===== config.mk =====
export PLATFORM = sky130hd
export DESIGN_NAME = mem_arbiter
export DESIGN_NICKNAME = d
export VERILOG_FILES = /design/src/rtl/mem_arbiter.sv
export SDC_FILE = /design/constraint.sdc
export NUM_CORES = 1
export LEC_CHECK = 0
export ABC_AREA = 1
export CORE_ASPECT_RATIO = 1.5
export CORE_MARGIN = 5
export CORE_UTILIZATION = 38
export DETAILED_ROUTE_END_ITERATION = 8
export PLACE_DENSITY = 0.77
export REMOVE_ABC_BUFFERS = 1
export SETUP_SLACK_MARGIN = 0.2
export SYNTH_ARGS = -nofsm -noshare
export SYNTH_HDL_FRONTEND = slang
export SYNTH_SLANG_ARGS = --single-unit

===== constraint.sdc =====
create_clock -name clk -period 5.55 [get_ports clk]
set_input_delay 1.665 -clock clk [delete_from_list [all_inputs] [get_ports clk]]
set_output_delay 1.665 -clock clk [all_outputs]
set_load 0.01 [all_outputs]

===== src/rtl/mem_arbiter.sv =====
// Two-port (instruction fetch / data) arbiter in front of a single synchronous memory.
// Runs one transaction at a time: IDLE -> ACC (strobe) -> RESP (ready pulse, re-arbitrate).
module mem_arbiter #(
    parameter int AW        = 32,
    parameter int DW        = 32,
    parameter bit DATA_PRIO = 1'b1
) (
    input  logic          clk,
    input  logic          reset,
    input  logic          i_req,
    input  logic [AW-1:0] i_addr,
    output logic          i_ready,
    output logic [DW-1:0] i_rdata,
    input  logic          d_req,
    input  logic          d_we,
    input  logic [AW-1:0] d_addr,
    input  logic [DW-1:0] d_wdata,
    output logic          d_ready,
    output logic [DW-1:0] d_rdata,
    output logic          m_en,
    output logic          m_we,
    output logic [AW-1:0] m_addr,
    output logic [DW-1:0] m_wdata,
    input  logic [DW-1:0] m_rdata,
    output logic [15:0]   conflicts
);

    localparam logic [1:0] IDLE = 2'd0;
    localparam logic [1:0] ACC  = 2'd1;
    localparam logic [1:0] RESP = 2'd2;

    logic [1:0]    state;
    logic          owner;      // 1 = data port owns the in-flight transaction
    logic          cmd_we;
    logic          last_data;  // 1 = data port was granted most recently
    logic [AW-1:0] addr_q;
    logic [DW-1:0] wdata_q;
    logic [DW-1:0] i_rdata_q;
    logic [DW-1:0] d_rdata_q;
    logic [15:0]   conflict_cnt;

    logic i_elig;
    logic d_elig;
    logic both_elig;
    logic grant;
    logic grant_data;

    // In RESP the owner has just been served, so only the other port may win.
    always_comb begin
        i_elig     = i_req && ((state == IDLE) || ((state == RESP) && owner));
        d_elig     = d_req && ((state == IDLE) || ((state == RESP) && !owner));
        both_elig  = i_elig && d_elig;
        grant      = i_elig || d_elig;
        grant_data = d_elig;
        if (both_elig) begin
            grant_data = DATA_PRIO ? 1'b1 : !last_data;
        end
    end

    // Strobes and ready pulses decode straight from state so reset kills them at once.
    assign m_en    = (state == ACC);
    assign m_we    = (state == ACC) && cmd_we;
    assign m_addr  = addr_q;
    assign m_wdata = wdata_q;
    assign i_ready = (state == RESP) && !owner;
    assign d_ready = (state == RESP) && owner;
    assign i_rdata = i_ready ? m_rdata : i_rdata_q;
    assign d_rdata = (d_ready && !cmd_we) ? m_rdata : d_rdata_q;
    assign conflicts = conflict_cnt;

    // NOTE: sequential state uses non-blocking assignments so every register
    // samples the pre-edge values, independent of statement order.
    always_ff @(posedge clk or posedge reset) begin
        if (reset) begin
            state        <= IDLE;
            owner        <= 1'b0;
            cmd_we       <= 1'b0;
            last_data    <= 1'b0;
            addr_q       <= '0;
            wdata_q      <= '0;
            i_rdata_q    <= '0;
            d_rdata_q    <= '0;
            conflict_cnt <= '0;
        end else begin
            if (grant) begin
                state     <= ACC;
                owner     <= grant_data;
                cmd_we    <= grant_data && d_we;
                last_data <= grant_data;
                addr_q    <= grant_data ? d_addr : i_addr;
                if (grant_data) begin
                    wdata_q <= d_wdata;
                end
            end else if (state == ACC) begin
                state <= RESP;
            end else begin
                state <= IDLE;
            end

            if (i_ready) begin
                i_rdata_q <= m_rdata;
            end
            if (d_ready && !cmd_we) begin
                d_rdata_q <= m_rdata;
            end

            if (both_elig && (conflict_cnt != 16'hFFFF)) begin
                conflict_cnt <= conflict_cnt + 16'd1;
            end
        end
    end

endmodule

[Word level (Yosys, flattened, before mapping)]
Index checks and enable logic that the tools add are counted.
Storage, ports and cells
  flip-flop bits (word level): 148
  bits of input ports: 133
  output and inout bits: 148
  word-level logic and storage cells: 34
Operators by class
  $add $sub $neg: 1
  equality and inequality tests: 3
  muxes and demuxes: 6
  reductions and logical operators: 16
Operators with widths (number)
  $mux W32: 3
  $add A16 B1 Y16 const B: 1
  $ne A16 B16 Y1 const B: 1
  $logic_and A1 B1 Y1: 9
  $mux W2: 2
  $logic_or A1 B1 Y1: 3
  $eq A2 B1 Y1 const B: 1
  $eq A2 B2 Y1 const B: 1
  $logic_not A1 Y1: 2
  $logic_not A2 Y1: 1
  $reduce_and A2 Y1: 1
  $mux W1: 1

[Longest topological paths before layout]
  depth after elaboration: 7
  mapped depth: 9
  gate-level depth less buffers: 9

[Least setup slack after synthesis]
Ideal clock, no wire load.
  kind: in2out
  from: input port m_rdata[0]
  to: output port i_rdata[0]
  data arrival time: 2.021 ns
  data required time: 3.885 ns
  setup slack: 1.864 ns
  stages on the path: 2
  path buffers: 0
  path through: inv_1 -> o21ai_0
Between the ends
  word-level cells in the longest chain between the ends: 1
Ends and longest elaborated chain
  start, declared: RTL line 24  | input logic [DW-1:0] m_rdata,
  $mux W32: RTL line 67  | assign i_rdata = i_ready ? m_rdata : i_rdata_q;
  end, declared: RTL line 13  | output logic [DW-1:0] i_rdata,
Every way passes these cells.

[Worst setup path in the final report]
  from: input port m_rdata[19]
  to: output port i_rdata[19]
Same word-level chain as after synthesis.

==> results_dict.tcl <==
set metrics [dict create \
    multi_input_area_sq_um 2150 \
    wl_microns 19800 \
    nets 1130 \
    critPathBufInv 3 \
    period_needed_ps 4770 \
    fmax_mhz 210 \
    grt_max_degree 99 \
    clockBufferDepth 2 \
    drtPass1Iterations 5 \
    gp_congestion 0.878 \
    final_cell_mix "clkdlybuf4s50_1 (280), nand2_1 (242), dfrtp_1 (148), o21ai_1 (60), nor2_1 (50)" \
    wl_per_cell_microns 16.3 \
    dp_worst_setup_slack_ps 797 \
    worstSetupPathType "input port to primary output" \
    path_cells "clkdlybuf4s50_1 -> inv_1 -> o21ai_0 -> clkdlybuf4s50_1" \
    antenna_found_initial 0 \
    startpoint_type "input port" \
    crit_family "buffers and inverters" \
    regArea_sq_um 3700 \
    worst_ep_arrival_time_ps 3100 \
    die_y_microns 167 \
    fin_util_pct 60.1 \
    cts_setup_buffers 0 \
    grt_use_total_pct 20.7 \
    highest_layer "met4" \
    placed_area_sq_um 9180 \
    outcome "completed" \
    path_max_fanout 2 \
    worst_pin_slew_ps 1040 \
    grt_pass1_vias 5764 \
    synth_cells 730 \
    ys_warn_count 0 \
    cts_tree "built" \
    p_leak_nw 4.50 \
    dieWidth_microns 115 \
    io_pins 281 \
    fin_worst_skew_ps 12.0 \
    max_stage_delay_ps 620 \
    timing.final.hold_violations 0 \
    instances_no_fill 1214 \
    ys_ff_latch 148 \
    finalMaxSlewViolations 0 \
    placedCellCount 1183 \
    wl_met3_microns 1240 \
    drive_gt1_share_pct 5.36 \
    fin_crit_sh_pct 85.9 \
    stdcell_area_sq_um 9730 \
    overflow 0 \
    die_area_sq_um 19200 \
    start_util_pct 38.6 \
    cts_hold_buf 0 \
    n_antenna_cell 0 \
    seq_area_frac_synth_pct 59.3 \
    cap_violations 0 \
    dp_hpwl_microns 14200 \
    relSlewSlack_pct 30.4 \
    rsz0062_at_grt "false" \
    timing.hold.ws_ps 473 \
    drc 0 \
    slowest_stage "clkdlybuf4s50_1" \
    cts_root_buf "clkbuf_16" \
    clk_pin_slew_worst_paths_ps 60 \
    cp.required_ps 3880 \
    numCtsBuffers 17 \
    fillers 1452 \
    htree_levels 4 \
    ir_drop_mv 0.282 \
    met1Wirelength_microns 7590 \
    synth.distinct_cells 24 \
    grt_pass1_wl_microns 31000 \
    hp-class "register to register" \
    syn_avg_cell_area_sq_um 8.56 \
    coreArea_sq_um 16200 \
    via_per_inst 4.78 \
    row_count 57 \
    clock_latency_ps 420 \
    cts_resized 0 \
    final_common_cell "clkdlybuf4s50_1" \
    portBuffers 280 \
    setup_tns_ps 0 \
    powerDensity_nw_per_um2 575 \
    syn_to_final_growth_pct 55.8 \
    setup_slack_ps 783 \
    cp_common_cell "clkdlybuf4s50_1" \
    ant_nets 0 \
    setup_viol 0 \
    clock-sinks 148 \
    first_iter_violations 331 \
    fin_total_pwr_mw 5.60 \
    vias 5804 \
    critPathCaptureType "primary output" \
    synth_area_sq_um 6250 \
    wl_met2_microns 10500 \
]
## cells in the mapped netlist
cell type	count	area (sq um)
nand2_1	243	912
dfrtp_1	148	3700
o21ai_1	60	300
nor2_1	50	188
inv_1	48	180
o21ai_0	47	235
nand3_1	36	180
a21oi_1	33	165
buf_2	21	105
clkbuf_1	8	30.0
inv_2	6	22.5
xor2_1	5	43.8
buf_1	4	15.0
buf_4	4	30.0
nor2_2	4	25.0
nand2_2	3	18.8
buf_6	2	22.5
nand4_1	2	12.5
ha_1	1	12.5
nand3_2	1	10.0
nand3b_1	1	7.51
nor3_1	1	5.00
nor3_2	1	10.0
o211ai_2	1	12.5
## power by group
part | switching (mW) | internal [mW]
registers | 0.228 | 1.59
clock network | 0.454 | 0.640
logic | 1.35 | 1.34
## state kept, by name (all words and copies together) (netlist names)
name and cells:
d_rdata_q 32, i_rdata_q 32, m_addr 32, m_wdata 32, conflicts 16, state 2
cmd_we 1, owner 1
## cell families (layout without fill, tap and decap cells)
logic type,after synthesis,in the layout,share of synthesized area (%)
and+or+nand+nor,342,342,21.9
DFF,148,148,59.3
AOI/OAI and AO/OA,141,141,11.4
buffers and inverters,93,371,6.49
xor gates and xnor gates,5,5,0.701
adders and majority gates,1,1,0.200
## final timing paths
check                      cells after the start                       to                     from  slack (ps)
min in group asynchronous                      2  d_rdata_q[18]$_DFF_PP0_                    reset        1770
setup / recovery                               4              i_rdata[19]              m_rdata[19]         780
hold / removal                                 2  m_wdata[19]$_DFFE_PP0P_  m_wdata[19]$_DFFE_PP0P_         470
setup reg to reg                               5  d_rdata_q[10]$_DFF_PP0_       state[1]$_DFF_PP0_        3530
hold reg to reg                                2  m_wdata[19]$_DFFE_PP0P_  m_wdata[19]$_DFFE_PP0P_         470
max in group asynchronous                      3   i_rdata_q[2]$_DFF_PP0_                    reset        2970
## cell type report
cell class	count	share of cell area, %
clock inverters	11	1.04
repair buffers	286	29.4
inverters	54	2.13
well taps	206	2.65
clock buffers	20	4.69
flip-flops and latches	148	38.1
multi-input cells	489	22.0
## worst register-to-register path, stage by stage (launching register included)
cell     delay (ps)
dfrtp_1         430
inv_2            90
nor3_2          220
nand2_2         570
buf_4           450
o21ai_1         190
## routing by layer
layer / GRT usage (%) / up-vias
met5: 0 / -
met4: 7.51 / 0
met2: 36.1 / 169
met1: 24.2 / 2750
met3: 5.30 / 29
li1: - / 2856
(Power assumes the default switching activity.)
